File: config.mk
export PLATFORM = sky130hd
export DESIGN_NAME = opb_sync_pulse_gen_flat
export DESIGN_NICKNAME = d
export VERILOG_FILES = /design/src/rtl/opb_sync_pulse_gen_if.sv /design/src/rtl/opb_sync_pulse_gen.sv /design/src/flat_wrapper.sv
export SDC_FILE = /design/constraint.sdc
export NUM_CORES = 1
export LEC_CHECK = 0
export CAP_MARGIN = 15
export CELL_PAD_IN_SITES_DETAIL_PLACEMENT = 1
export CELL_PAD_IN_SITES_GLOBAL_PLACEMENT = 1
export CORE_MARGIN = 2
export CORE_UTILIZATION = 44
export DETAILED_ROUTE_END_ITERATION = 6
export PLACE_DENSITY_LB_ADDON = 0.1
export SLEW_MARGIN = 25
export SYNTH_ARGS = -nofsm -noshare
export SYNTH_HDL_FRONTEND = slang
export SYNTH_SLANG_ARGS = --single-unit
File: constraint.sdc
create_clock -name OPB_Clk -period 7.1 [get_ports OPB_Clk]
set_clock_uncertainty 0.2 [all_clocks]
set_input_delay 0.71 -clock OPB_Clk [delete_from_list [all_inputs] [get_ports OPB_Clk]]
set_output_delay 0.71 -clock OPB_Clk [all_outputs]
set_load 0.1 [all_outputs]
File: src/rtl/opb_sync_pulse_gen_if.sv
// OPB slave-side bus bundle for the sync pulse generator register window.
// Handshake: OPB_select marks a valid request; the slave answers with a single
// Sl_xferAck cycle, and the master holds address/data/RNW/BE until it sees it.
interface opb_sync_pulse_gen_if;
    logic [0:31] OPB_ABus;
    logic [0:3]  OPB_BE;
    logic [0:31] OPB_DBus;
    logic        OPB_RNW;
    logic        OPB_select;
    logic        OPB_seqAddr;
    logic [0:31] Sl_DBus;
    logic        Sl_xferAck;
    logic        Sl_errAck;
    logic        Sl_retry;
    logic        Sl_toutSup;

    modport master (
        output OPB_ABus, OPB_BE, OPB_DBus, OPB_RNW, OPB_select, OPB_seqAddr,
        input  Sl_DBus, Sl_xferAck, Sl_errAck, Sl_retry, Sl_toutSup
    );

    modport slave (
        input  OPB_ABus, OPB_BE, OPB_DBus, OPB_RNW, OPB_select, OPB_seqAddr,
        output Sl_DBus, Sl_xferAck, Sl_errAck, Sl_retry, Sl_toutSup
    );
endinterface

File: src/rtl/opb_sync_pulse_gen.sv
// Periodic sync pulse generator with an OPB register window: programmable
// period/width, per-output mask, one-shot mode and a running pulse counter.
module opb_sync_pulse_gen #(
    parameter logic [31:0] C_BASEADDR   = 32'h0100E200,
    parameter logic [31:0] C_HIGHADDR   = 32'h0100E2FF,
    parameter int          C_OPB_AWIDTH = 32,
    parameter int          C_OPB_DWIDTH = 32,
    parameter int          NUM_OUT      = 4,
    parameter int          CNT_WIDTH    = 32
) (
    input  logic                   OPB_Clk,
    input  logic                   OPB_Rst_n,
    opb_sync_pulse_gen_if.slave    bus,
    output logic [NUM_OUT-1:0]     sync_out,
    output logic [31:0]            pulse_count,
    output logic [1:0]             dbg_state_o
);

    localparam logic [C_OPB_AWIDTH-1:0] BASE_A = C_OPB_AWIDTH'(C_BASEADDR);
    localparam logic [C_OPB_AWIDTH-1:0] HIGH_A = C_OPB_AWIDTH'(C_HIGHADDR);

    typedef enum logic [1:0] {
        ST_IDLE = 2'd0,
        ST_RUN  = 2'd1,
        ST_DONE = 2'd2
    } state_e;

    state_e                  state_q, state_d;
    logic [CNT_WIDTH-1:0]    cnt_q, cnt_d;
    logic [CNT_WIDTH-1:0]    period_sh_q, period_sh_d, width_sh_q, width_sh_d;
    logic [CNT_WIDTH-1:0]    period_q, width_q;
    logic                    enable_q, enable_d, one_shot_q, one_shot_d, arm_q, arm_d;
    logic [31:0]             mask_q, mask_d;
    logic [31:0]             pcount_q, pcount_d;
    logic [NUM_OUT-1:0]      sync_q, sync_d;
    logic                    ack_q, ack_d;
    logic [C_OPB_DWIDTH-1:0] dbus_q, dbus_d, rdata;

    logic [C_OPB_AWIDTH-1:0] addr;
    logic [31:0]             wdata, ctrl_merged;
    logic [3:0]              be;
    logic [2:0]              reg_idx;
    logic                    hit, wr_en, cnt_clr, load_act, pulse;
    logic [CNT_WIDTH-1:0]    p_eff, p_last, w_floor, w_eff;

    // Big-endian bus: BE[0]/DBus[0] are the most significant lane/bit.
    assign addr    = bus.OPB_ABus;
    assign wdata   = bus.OPB_DBus;
    assign be      = bus.OPB_BE;
    assign reg_idx = bus.OPB_ABus[27:29];
    assign hit     = bus.OPB_select && (addr >= BASE_A) && (addr <= HIGH_A);
    assign wr_en   = ack_q && hit && !bus.OPB_RNW;

    function automatic logic [31:0] merge_be(input logic [31:0] old_v,
                                             input logic [31:0] new_v,
                                             input logic [3:0]  lane_en);
        logic [31:0] r;
        r = old_v;
        for (int i = 0; i < 4; i++) begin
            if (lane_en[i]) r[8*i +: 8] = new_v[8*i +: 8];
        end
        return r;
    endfunction

    assign ctrl_merged = merge_be({30'b0, one_shot_q, enable_q}, wdata, be);

    always_comb begin
        enable_d    = enable_q;
        one_shot_d  = one_shot_q;
        arm_d       = 1'b0;
        period_sh_d = period_sh_q;
        width_sh_d  = width_sh_q;
        mask_d      = mask_q;
        cnt_clr     = 1'b0;
        if (wr_en) begin
            case (reg_idx)
                3'd0: begin
                    enable_d   = ctrl_merged[0];
                    one_shot_d = ctrl_merged[1];
                    arm_d      = ctrl_merged[2];
                end
                3'd1: period_sh_d = CNT_WIDTH'(merge_be(32'(period_sh_q), wdata, be));
                3'd2: width_sh_d  = CNT_WIDTH'(merge_be(32'(width_sh_q), wdata, be));
                3'd3: mask_d      = merge_be(mask_q, wdata, be);
                3'd4: cnt_clr     = 1'b1;
                default: ;
            endcase
        end
    end

    always_comb begin
        rdata = '0;
        case (reg_idx)
            3'd0: rdata = C_OPB_DWIDTH'({30'b0, one_shot_q, enable_q});
            3'd1: rdata = C_OPB_DWIDTH'(32'(period_sh_q));
            3'd2: rdata = C_OPB_DWIDTH'(32'(width_sh_q));
            3'd3: rdata = C_OPB_DWIDTH'(mask_q);
            3'd4: rdata = C_OPB_DWIDTH'(pcount_q);
            3'd5: rdata = C_OPB_DWIDTH'({31'b0, state_q == ST_RUN});
            default: rdata = '0;
        endcase
        ack_d  = hit && !ack_q;
        dbus_d = (hit && !ack_q && bus.OPB_RNW) ? rdata : '0;
    end

    // Degenerate settings are clamped so there is always a low phase.
    assign p_eff   = (period_q < CNT_WIDTH'(2)) ? CNT_WIDTH'(2) : period_q;
    assign p_last  = p_eff - CNT_WIDTH'(1);
    assign w_floor = (width_q == '0) ? CNT_WIDTH'(1) : width_q;
    assign w_eff   = (w_floor > p_last) ? p_last : w_floor;
    assign pulse   = (state_q == ST_RUN) && (cnt_q < w_eff);

    always_comb begin
        state_d  = state_q;
        cnt_d    = cnt_q;
        load_act = 1'b0;
        case (state_q)
            ST_IDLE: begin
                cnt_d = '0;
                if (enable_q && (!one_shot_q || arm_q)) begin
                    state_d  = ST_RUN;
                    load_act = 1'b1;
                end
            end
            ST_RUN: begin
                if (cnt_q == p_last) begin
                    cnt_d    = '0;
                    load_act = 1'b1;
                    if (one_shot_q) state_d = ST_DONE;
                end else begin
                    cnt_d = cnt_q + CNT_WIDTH'(1);
                end
            end
            ST_DONE: begin
                state_d = ST_IDLE;
                cnt_d   = '0;
            end
            default: begin
                state_d = ST_IDLE;
                cnt_d   = '0;
            end
        endcase
        if (!enable_q) begin
            state_d  = ST_IDLE;
            cnt_d    = '0;
            load_act = 1'b0;
        end
    end

    always_comb begin
        pcount_d = pcount_q;
        if (cnt_clr) begin
            pcount_d = '0;
        end else if (state_q == ST_RUN && cnt_q == '0) begin
            pcount_d = pcount_q + 32'd1;
        end
        sync_d = pulse ? mask_q[NUM_OUT-1:0] : '0;
    end

    always_ff @(posedge OPB_Clk) begin
        if (!OPB_Rst_n) begin
            state_q     <= ST_IDLE;
            cnt_q       <= '0;
            period_sh_q <= '0;
            width_sh_q  <= '0;
            period_q    <= '0;
            width_q     <= '0;
            enable_q    <= 1'b0;
            one_shot_q  <= 1'b0;
            arm_q       <= 1'b0;
            mask_q      <= '1;
            pcount_q    <= '0;
            sync_q      <= '0;
            ack_q       <= 1'b0;
            dbus_q      <= '0;
        end else begin
            state_q     <= state_d;
            cnt_q       <= cnt_d;
            period_sh_q <= period_sh_d;
            width_sh_q  <= width_sh_d;
            if (load_act) begin
                period_q <= period_sh_q;
                width_q  <= width_sh_q;
            end
            enable_q    <= enable_d;
            one_shot_q  <= one_shot_d;
            arm_q       <= arm_d;
            mask_q      <= mask_d;
            pcount_q    <= pcount_d;
            sync_q      <= sync_d;
            ack_q       <= ack_d;
            dbus_q      <= dbus_d;
        end
    end

    assign bus.Sl_DBus    = dbus_q;
    assign bus.Sl_xferAck = ack_q;
    assign bus.Sl_errAck  = 1'b0;
    assign bus.Sl_retry   = 1'b0;
    assign bus.Sl_toutSup = 1'b0;
    assign sync_out       = sync_q;
    assign pulse_count    = pcount_q;
    assign dbg_state_o    = state_q;

    logic unused_sig;
    assign unused_sig = &{1'b0, bus.OPB_seqAddr, ctrl_merged[31:3]};

endmodule

File: src/flat_wrapper.sv
// flat-port wrapper written by rule: the top's interface ports become plain ports
module opb_sync_pulse_gen_flat 
#(
    parameter logic [31:0] C_BASEADDR   = 32'h0100E200,
    parameter logic [31:0] C_HIGHADDR   = 32'h0100E2FF,
    parameter int          C_OPB_AWIDTH = 32,
    parameter int          C_OPB_DWIDTH = 32,
    parameter int          NUM_OUT      = 4,
    parameter int          CNT_WIDTH    = 32
)
  (OPB_Clk, OPB_Rst_n, sync_out, pulse_count, dbg_state_o, bus_OPB_ABus, bus_OPB_BE, bus_OPB_DBus, bus_OPB_RNW, bus_OPB_select, bus_OPB_seqAddr, bus_Sl_DBus, bus_Sl_xferAck, bus_Sl_errAck, bus_Sl_retry, bus_Sl_toutSup);
  opb_sync_pulse_gen_if bus_i ();
  input  logic OPB_Clk;
  input  logic OPB_Rst_n;
  output logic [NUM_OUT-1:0] sync_out;
  output logic [31:0] pulse_count;
  output logic [1:0] dbg_state_o;
  input wire logic [$bits(bus_i.OPB_ABus)-1:0] bus_OPB_ABus;
  input wire logic [$bits(bus_i.OPB_BE)-1:0] bus_OPB_BE;
  input wire logic [$bits(bus_i.OPB_DBus)-1:0] bus_OPB_DBus;
  input wire logic [$bits(bus_i.OPB_RNW)-1:0] bus_OPB_RNW;
  input wire logic [$bits(bus_i.OPB_select)-1:0] bus_OPB_select;
  input wire logic [$bits(bus_i.OPB_seqAddr)-1:0] bus_OPB_seqAddr;
  output wire logic [$bits(bus_i.Sl_DBus)-1:0] bus_Sl_DBus;
  output wire logic [$bits(bus_i.Sl_xferAck)-1:0] bus_Sl_xferAck;
  output wire logic [$bits(bus_i.Sl_errAck)-1:0] bus_Sl_errAck;
  output wire logic [$bits(bus_i.Sl_retry)-1:0] bus_Sl_retry;
  output wire logic [$bits(bus_i.Sl_toutSup)-1:0] bus_Sl_toutSup;
  assign bus_i.OPB_ABus = bus_OPB_ABus;
  assign bus_i.OPB_BE = bus_OPB_BE;
  assign bus_i.OPB_DBus = bus_OPB_DBus;
  assign bus_i.OPB_RNW = bus_OPB_RNW;
  assign bus_i.OPB_select = bus_OPB_select;
  assign bus_i.OPB_seqAddr = bus_OPB_seqAddr;
  assign bus_Sl_DBus = bus_i.Sl_DBus;
  assign bus_Sl_xferAck = bus_i.Sl_xferAck;
  assign bus_Sl_errAck = bus_i.Sl_errAck;
  assign bus_Sl_retry = bus_i.Sl_retry;
  assign bus_Sl_toutSup = bus_i.Sl_toutSup;
  opb_sync_pulse_gen #(.C_BASEADDR(C_BASEADDR), .C_HIGHADDR(C_HIGHADDR), .C_OPB_AWIDTH(C_OPB_AWIDTH), .C_OPB_DWIDTH(C_OPB_DWIDTH), .NUM_OUT(NUM_OUT), .CNT_WIDTH(CNT_WIDTH)) u_core (.OPB_Clk(OPB_Clk), .OPB_Rst_n(OPB_Rst_n), .bus(bus_i), .sync_out(sync_out), .pulse_count(pulse_count), .dbg_state_o(dbg_state_o));
endmodule
## Yosys cells after proc, flatten, opt, wreduce, memory -nomap -nowiden

Cells that the tools add are included.

| word-level totals | value |
|---|---|
| register bits | 266 |
| input bits | 73 |
| output and inout bits | 74 |
| logic and storage cells | 95 |

| cells by class | value |
|---|---|
| add/sub/neg operators | 3 |
| magnitude comparators | 5 |
| eq/ne operators | 10 |
| mux-type cells | 14 |
| bitwise logic cells | 3 |
| reduce and logical (&&, ||, !) cells | 37 |

Operators with widths:

| operator | number |
|---|---|
| 32-bit case mux with 6 select lines | 1 |
| 32-bit 2-to-1 mux | 3 |
| 32-bit by 1-bit adder with 32-bit output (second input constant) | 2 |
| 32-bit logical NOT | 2 |
| 3-bit AND reduction | 14 |
| 32-bit equality test | 1 |
| 32-bit by 25-bit greater-or-equal comparator with 1-bit output (second input constant) | 1 |
| 32-bit greater-than comparator | 1 |
| 32-bit by 25-bit less-or-equal comparator with 1-bit output (second input constant) | 1 |
| 32-bit by 2-bit less-than comparator with 1-bit output (second input constant) | 1 |
| 32-bit less-than comparator | 1 |
| 32-bit by 1-bit subtractor with 32-bit output (second input constant) | 1 |
| 1-bit logical AND | 9 |
| 3-bit by 2-bit equality test with 1-bit output (second input constant) | 2 |
| 3-bit equality test (second input constant) | 2 |
| 2-bit 2-to-1 mux | 3 |
| 2-bit AND reduction | 3 |
| 1-bit 2-to-1 mux | 5 |
| 2-bit by 1-bit inequality test with 1-bit output (second input constant) | 2 |
| 2-bit case mux with 2 select lines | 1 |
| 4-bit AND reduction | 1 |
| 4-bit OR reduction | 1 |
| 3-bit by 1-bit equality test with 1-bit output (second input constant) | 1 |
| 1-bit logical NOT | 3 |
| 8 further kinds | 10 |

## Longest topological paths before layout

Gate-level depths: netlist of the first run.

| logic depth | value |
|---|---|
| depth after elaboration | 8 |
| depth in mapped cells | 31 |
| mapped depth without buffers | 28 |

## Worst setup path after synthesis of the first run

OpenSTA, ideal clock, no wires.

| path | value |
|---|---|
| path kind | reg-to-reg |
| start point | register u_core.period_q[7] |
| end point | register u_core.sync_q[0] (netlist: u_core.sync_out[0]) |
| setup time | 0.076 ns |
| arrival time | 5.985 ns |
| data required time | 6.824 ns |
| path slack | 0.840 ns |
| stages on the path, launching flop included | 30 |
| buffers on the path | 2 |
| period minus slack after synthesis | 6.260 ns |
| cells stage by stage | dfxtp_1 -> buf_2 -> or4_4 -> nor3b_4 -> nand4_4 -> nand2_1 -> ha_1 -> nand4_1 -> or4_1 -> and2_1 -> ha_1 -> a21o_1 -> a21o_1 -> a21oi_1 -> o21ai_0 -> a21oi_1 -> o21ai_0 -> nand2_1 -> clkbuf_1 -> nor2_1 -> a21oi_1 -> ha_1 -> a21o_1 -> a21o_1 -> a21o_1 -> a21o_1 -> a21oi_1 -> o211ai_1 -> a221o_1 -> a21boi_0 |

| on the way | value |
|---|---|
| cells in the longest elaborated chain, start to end | 8 |

RTL lines:

| what | RTL line | source |
|---|---|---|
| start: declaration | opb_sync_pulse_gen.sv:31 | `logic [CNT_WIDTH-1:0] period_q, width_q;` |
| start signal: assignment | opb_sync_pulse_gen.sv:182 | `period_q <= period_sh_q;` |
| 32-bit by 2-bit less-than comparator with 1-bit output | opb_sync_pulse_gen.sv:107 | `assign p_eff = (period_q < CNT_WIDTH'(2)) ? CNT_WIDTH'(2) : period_q;` |
| 32-bit 2-to-1 mux (*) | opb_sync_pulse_gen.sv:107 |  |
| 32-bit by 1-bit subtractor with 32-bit output (*) | opb_sync_pulse_gen.sv:108 | `assign p_last = p_eff - CNT_WIDTH'(1);` |
| 32-bit greater-than comparator | opb_sync_pulse_gen.sv:110 | `assign w_eff = (w_floor > p_last) ? p_last : w_floor;` |
| 32-bit 2-to-1 mux (*) | opb_sync_pulse_gen.sv:110 |  |
| 32-bit less-than comparator (*) | opb_sync_pulse_gen.sv:111 | `assign pulse = (state_q == ST_RUN) && (cnt_q < w_eff);` |
| 1-bit logical AND (*) | opb_sync_pulse_gen.sv:111 |  |
| 2-bit AND reduction (no line) (*) | -- |  |
| end signal: assignment | opb_sync_pulse_gen.sv:190 | `sync_q <= sync_d;` |
| end: declaration | opb_sync_pulse_gen.sv:35 | `logic [NUM_OUT-1:0] sync_q, sync_d;` |

Every way passes the cells marked *; elsewhere a longest branch is shown, timed or not.
A chain may end at the register's enable or synchronous reset.

## Worst setup path after layout of the first run

| path | value |
|---|---|
| start point | register u_core.period_q[15] |
| end point | register u_core.sync_q[0] (netlist: u_core.sync_out[0]) |

The elaborated chain is that of the path after synthesis.

==> flow_metrics.env, run 1 <==
export IMPL_drt_first_iter_violations=1030
export IMPL_grt_use_met3_pct=4.02
export IMPL_portBuffers=137
export IMPL_p_leak_nw=7.83
export IMPL_ys_dominant_reg_cell="dfxtp_1"
export IMPL_synth_edff_count=0
export IMPL_max_freq_mhz=148
export IMPL_grt_start_max_net_pins=86
export IMPL_fin_tns_setup_ns=0
export IMPL_root_buffer="clkbuf_16"
export IMPL_cts_buffer_depth=3
export IMPL_timing_final_crit_period_ns=6.75
export IMPL_synth_top_family_by_area="simple AND/OR/NAND/NOR gates"
export IMPL_power_internal_w=0.00247
export IMPL_initial_core_util_pct=44.6
export IMPL_core_um2=36600
export IMPL_power_frac_comb_pct=3.4
export IMPL_antenna_found_initial=0
export IMPL_synthTopCellsByArea="dfxtp_1, ha_1, nand3_1"
export IMPL_swShare_pct=23.0
export IMPL_antenna_left=0
export IMPL_grtUsageMet1_pct=43.0
export IMPL_syn_area_um2=16300
export IMPL_synth_mux_area_share_pct=3.95
export IMPL_cts_setup_buffers=0
export IMPL_drc_errors=0
export IMPL_yosysSeqAreaShare_pct=32.6
export IMPL_viasPerCell=6.29
export IMPL_wl_per_cell_um=24.2
export IMPL_syn_to_final_growth_pct=17.4
export IMPL_drive_gt1_share_pct=8.52
export IMPL_synth_distinct_cells=79
export IMPL_synth_top_area_share_pct=32.6
export IMPL_syn_avg_cell_area_um2=8.23
export IMPL_first_global_vias=16000
export IMPL_pwr_share_clk_pct=50.2
export IMPL_die_y_um=197
export IMPL_yosys_area_top_type="dfxtp_1"
export IMPL_pwr_share_seq_pct=46.4
export IMPL_p_total_w=0.00321
export IMPL_netlist_instances=1984
export IMPL_crit_fanout=11
export IMPL_yosysWarningCount=0
export IMPL_finalCritPeriodShare_pct=95.1
export IMPL_cp_required_ns=7.44
export IMPL_drtPass1Iterations=5
export IMPL_maxCapViolCount=0
export IMPL_fp_row_count=70
export IMPL_fill_cells=4309
export IMPL_grt_use_total_pct=31.1
export IMPL_dpl_worst_slack_ns=0.118
export IMPL_gp_congestion=0.911
export IMPL_die_x_um=197
export IMPL_p_sw_w=0.000740
export IMPL_grt_busiest_layer="met2"
export IMPL_synth_compound_area_share_pct=20.1
export IMPL_crit_type="reg2reg"
export IMPL_critPathArrivalTime_ns=7.09
export IMPL_worst_pin_slew_ns=0.999
export IMPL_cts_tree="done"
export IMPL_start_kind="flop"
export IMPL_grt_pass1_wl_mm=94.8
export IMPL_setup_viol=0
export IMPL_grt_use_met2_pct=50.7
export IMPL_synth_most_common_cell="dfxtp_1"
export IMPL_synth_seq_cells=266
export IMPL_clock_sinks=266
export IMPL_rsz0062_at_grt="false"
export IMPL_cts_htree_levels=1
export IMPL_numCtsBuffers=31
export IMPL_dpl_hpwl_mm=44.9
export IMPL_io_pins=147
export IMPL_via_count=15900
export IMPL_routed_wl_mm=60.9
export IMPL_hold_path_class="reg2reg"
export IMPL_outcome="finished, final reports clean"
export IMPL_powerDensity_nw_per_um2=168
export IMPL_peakVddDrop_v=0.000180
export IMPL_yosys_area_share_simple_pct=26.2
export IMPL_clkLatencyLatePin_ns=0.62
export IMPL_die_area_um2=38700
export IMPL_synthAdderAreaFrac_pct=5.13
export IMPL_fin_ws_ns=0.351
export IMPL_nNetsFinal=2171
export IMPL_path_clk_slew_ns=0.06
export IMPL_antenna_cells=0
export IMPL_slew_headroom_pct=33.2
export IMPL_synthArstFlopShare_pct=0
export IMPL_worst_setup_path_end_kind="flop"
export IMPL_slew_violations=0
export IMPL_synth_common_cells="dfxtp_1, clkbuf_1, nand3_1"
export IMPL_grt_overflow=0
export IMPL_synthXorXnorAreaFrac_pct=6.18
export IMPL_hold_viol_final=0
[worst max-delay path, cell delays in order (launching register included)]
cell	delay (ns)
dfxtp_1	0.31
or4_1	0.68
nor2_4	0.24
nand4_4	0.12
nand2_1	0.12
ha_1	0.20
nand4_1	0.28
or4_1	0.61
and2_1	0.21
ha_1	0.20
a21o_1	0.17
a21o_1	0.17
a21oi_1	0.14
o21ai_0	0.09
a21oi_1	0.29
o21ai_0	0.21
nand2_2	0.18
buf_4	0.20
nor2_1	0.06
a21oi_1	0.15
ha_1	0.27
a21o_1	0.16
a21o_1	0.17
a21o_1	0.17
a21oi_1	0.21
o211ai_1	0.18
a221o_1	0.47
a21boi_0	0.21
[registers in the layout (all words and copies together), names as in the netlist, 2 cells and up]
signal / count
u_core.period_q: 32
u_core.width_sh_q: 32
u_core.period_sh_q: 32
u_core.mask_q: 32
u_core.width_q: 32
u_core.sync_out: 4
u_core.bus.Sl_DBus: 32
u_core.cnt_q: 32
u_core.pulse_count: 32
u_core.dbg_state_o: 2
[through the flow]
stage / utilization, % / instances / hold WS, ns / area (µm²)
after floorplan: - / 1986 / 0.241 / 16300
after global placement: 49.5 / 2466 / 0.250 / 18100
after detailed placement: 49.5 / 2466 / 0.262 / 18100
after CTS: 52.3 / 2523 / 0.278 / 19200
after global routing: 52.4 / 2523 / 0.299 / 19200
final: 52.4 / 2523 / 0.273 / 19200
[logic make-up after synthesis]
family	Yosys count
AND/OR/NAND/NOR	798
AO/OA/AOI/OAI	460
flip-flops	266
buffers and inverters	220
XOR/XNOR	108
adder cells (fa/ha/maj)	67
multiplexers	64
other	1
[worst paths after layout]
| check | end | depth (start not counted) | slack (ns) | startpoint |
|---|---|---|---|---|
| hold reg to reg | u_core.sync_out[1] | 1 | 0.27 | u_core.mask_q[1] |
| setup / recovery | u_core.sync_out[0] | 27 | 0.35 | u_core.period_q[15] |
| hold / removal | u_core.sync_out[1] | 1 | 0.27 | u_core.mask_q[1] |
| setup reg to reg | u_core.sync_out[0] | 27 | 0.35 | u_core.period_q[15] |
[repair_timing]
| action | CTS | global route |
|---|---|---|
| hold buffers | 0 | 0 |
| endpoints found under the setup margin | 0 | 4 |
| resized for setup | 0 | 4 |
[power by group through the flow]
stage          sequential [W]  combinational (W)  clock, W
2_1_floorplan         0.00153          0.0000508         0
3_3_place_gp          0.00153           0.000105         0
3_5_place_dp          0.00153           0.000108         0
4_1_cts               0.00149           0.000108   0.00164
5_1_grt               0.00149           0.000116   0.00170
6_report              0.00149           0.000108   0.00161
[layout make-up]
class / instances / area [µm²] / share of cell area, %
clock inverters: 10 / 67.6 / 0.353
clock buffers: 47 / 966 / 5.04
well taps: 468 / 586 / 3.06
flip-flops and latches: 266 / 5330 / 27.8
inverters: 13 / 48.8 / 0.255
repair buffers: 219 / 2010 / 10.5
multi-input cells: 1500 / 10200 / 53.0
[cells in the final DEF (no fill, tap or decap), drive strengths merged, types with 12 or more instances in the layout]
| master | count |
|---|---|
| inv | 14 |
| nor2b | 61 |
| xnor2 | 50 |
| nor2 | 120 |
| clkbuf | 47 |
| nand2b | 14 |
| nand4 | 35 |
| a21o | 23 |
| nor4 | 38 |
| a22oi | 61 |
| a21boi | 21 |
| and2 | 12 |
| a22o | 64 |
| ha | 67 |
| and3 | 84 |
| mux2i | 60 |
| nor3 | 62 |
| o21ai | 25 |
| xor2 | 54 |
| clkdlybuf4s50 | 136 |
| buf | 83 |
| a221o | 65 |
| a21oi | 154 |
| nand3 | 159 |
| dfxtp | 266 |
| nand2 | 142 |
[layer usage]
metal / routed length, µm / part of all wire, % / up-vias
li1: - / - / 7387
met1: 28200 / 46 / 7964
met2: 27900 / 46 / 431
met3: 3060 / 5.0 / 92
met4: 1850 / 3.0 / 0
met5: 0 / 0 / -
(Power assumes the default switching activity.)
==> run 2: changes to the inputs <==
MAX_ROUTING_LAYER = met4   (was not set)
REMOVE_ABC_BUFFERS = 1   (was not set)
==> run 2 against run 1 <==
Non-clock buffer count increased by 5; clock power about the same; via count increased by 1.0%; cell area increased by 0.10%; first-iteration DRC count decreased by 9.0%; final cell count increased by 0.28%; total power decreased by 1.0%; sequential share of layout area about the same; highest routed layer unchanged.
==> flow_metrics.env, run 2 (synthesis results as in run 1) <==
export IMPL_routed_wl_mm=61.1
export IMPL_fin_cells=2530
export IMPL_clock_sinks=266
export IMPL_dp_cells=2468
export IMPL_rr_startpoint="u_core.period_q[15]"
export IMPL_drt_first_iter_violations=937
export IMPL_setup_viol=0
export IMPL_outcome="finished, final reports clean"
export IMPL_drc_errors=0
export IMPL_cp_slowest_cell="or4_1"
export IMPL_fill_cells=4327
export IMPL_start_kind="flop"
export IMPL_multiInputGateArea_um2=10200
export IMPL_cp_required_ns=7.43
export IMPL_layout_commonest_cell="dfxtp_1"
export IMPL_hold_path_class="reg2reg"
export IMPL_fp_row_count=70
export IMPL_antenna_found_initial=1
export IMPL_die_area_um2=38700
export IMPL_die_y_um=197
export IMPL_critical_path_max_stage_delay_ns=0.60
export IMPL_powerDensity_nw_per_um2=166
export IMPL_die_x_um=197
export IMPL_peakVddDrop_v=0.000183
export IMPL_nNetsFinal=2176
export IMPL_slew_headroom_pct=33.6
export IMPL_power_frac_comb_pct=3.4
export IMPL_path_clk_slew_ns=0.06
export IMPL_cts_htree_levels=1
export IMPL_pwr_share_seq_pct=46.9
export IMPL_startpoint="u_core.period_q[15]"
export IMPL_crit_fanout=31
export IMPL_initial_core_util_pct=44.6
export IMPL_rsz0062_at_grt="false"
export IMPL_worst_setup_path_end_kind="flop"
export IMPL_critPathArrivalTime_ns=6.93
export IMPL_power_internal_w=0.00244
export IMPL_clkLatencyLatePin_ns=0.61
export IMPL_crit_type="reg2reg"
export IMPL_cts_tree="done"
export IMPL_first_global_vias=16000
export IMPL_finalCritPeriodShare_pct=92.9
export IMPL_antenna_left=0
export IMPL_seqCellArea_um2=5330
export IMPL_grt_overflow=0
export IMPL_gp_congestion=0.931
export IMPL_dpl_hpwl_mm=44.6
export IMPL_timing_final_crit_period_ns=6.59
export IMPL_hold_buffers=0
export IMPL_io_pins=147
export IMPL_final_cell_mix="dfxtp_1, nand3_1, a21oi_1"
export IMPL_via_count=16000
export IMPL_hp_start="u_core.mask_q[12]"
export IMPL_post_dp_cell_area_um2=18100
export IMPL_drive_gt1_share_pct=8.78
export IMPL_slew_violations=0
export IMPL_grt_start_max_net_pins=77
export IMPL_drtPass1Iterations=5
export IMPL_worst_pin_slew_ns=0.993
export IMPL_hold_viol_final=0
export IMPL_grt_pass1_wl_mm=94.6
export IMPL_p_sw_w=0.000742
export IMPL_wl_per_cell_um=24.1
export IMPL_core_um2=36600
export IMPL_maxCapViolCount=0
export IMPL_p_leak_nw=7.85
export IMPL_numCtsBuffers=31
export IMPL_syn_to_final_growth_pct=17.5
export IMPL_fin_area_um2=19200
export IMPL_swShare_pct=23.3
export IMPL_grt_use_total_pct=32.0
export IMPL_root_buffer="clkbuf_16"
export IMPL_viasPerCell=6.34
export IMPL_max_freq_mhz=152
export IMPL_portBuffers=137
export IMPL_pwr_share_clk_pct=49.7
export IMPL_cts_buffer_depth=3
export IMPL_crit_top_cell="a21o_1"
==> run 2: cell count changes in the layout (fill, tap and decap cells not counted), sizes merged <==
cell	previous run	this run
diode	0	1
clkbuf	47	48
buf	83	88
==> run 2: power groups by stage <==
stage	Sequential, W	Clock (W)	Combinational [W]
2_1_floorplan	0.00153	0	0.0000299
3_3_place_gp	0.00153	0	0.000106
3_5_place_dp	0.00153	0	0.000108
4_1_cts	0.00149	0.00161	0.000108
5_1_grt	0.00149	0.00167	0.000115
6_report	0.00149	0.00158	0.000109
==> run 2: final cells by class <==
| type | instances | share of cell area, % |
|---|---|---|
| sequential | 266 | 27.8 |
| multi-input combinational | 1500 | 53.1 |
| antenna | 1 | 0.0130 |
| tap | 468 | 3.05 |
| clock inverter | 10 | 0.372 |
| inverter | 13 | 0.254 |
| timing repair buffer | 224 | 10.6 |
| clock buffer | 48 | 4.85 |
==> run 2: through the flow <==
| stage | power [W] | utilization [%] | hold WS (ns) | setup TNS, ns | worst slack, ns |
|---|---|---|---|---|---|
| after detailed placement | 0.00163 | 49.5 | 0.261 | 0 | 0.0762 |
| after floorplan | 0.00156 | - | 0.239 | -199.45 | -3.06 |
| final | 0.00318 | 52.4 | 0.274 | 0 | 0.505 |
| after CTS | 0.00321 | 52.2 | 0.275 | 0 | 0.0483 |
| after global placement | 0.00163 | 49.5 | 0.251 | 0 | 0.281 |
| after global routing | 0.00327 | 52.4 | 0.295 | 0 | 0.0242 |
==> run 2: worst paths after layout <==
path / endpoint / slack (ns) / cells past startpoint
worst min-delay path: u_core.mask_q[12] / 0.27 / 2
worst max register to register: u_core.sync_out[2] / 0.51 / 30
worst min register to register: u_core.mask_q[12] / 0.27 / 2
worst max-delay path: u_core.sync_out[2] / 0.51 / 30
==> run 2: critical path: cells and delay by family (launching register included) <==
family	cells	cell delay, ns
fa+ha+maj	3	0.82
compound gates	15	2.48
xor+xnor	1	0.36
flops	1	0.31
simple gates	8	1.77
buf+inv	3	0.55
==> run 2: routing by layer <==
metal  share of wire [%]  up-vias  track usage, %
li1                    -     7390               -
met1                  45     8138            42.7
met2                  46      418            50.3
met3                 5.1       90            4.43
met4                 3.1        0            10.3
met5                   0        -               -
==> run 2: repair_timing <==
item | CTS | global route
buffers inserted | 0 | 3
resized for setup | 0 | 10
setup endpoints to repair | 0 | 4
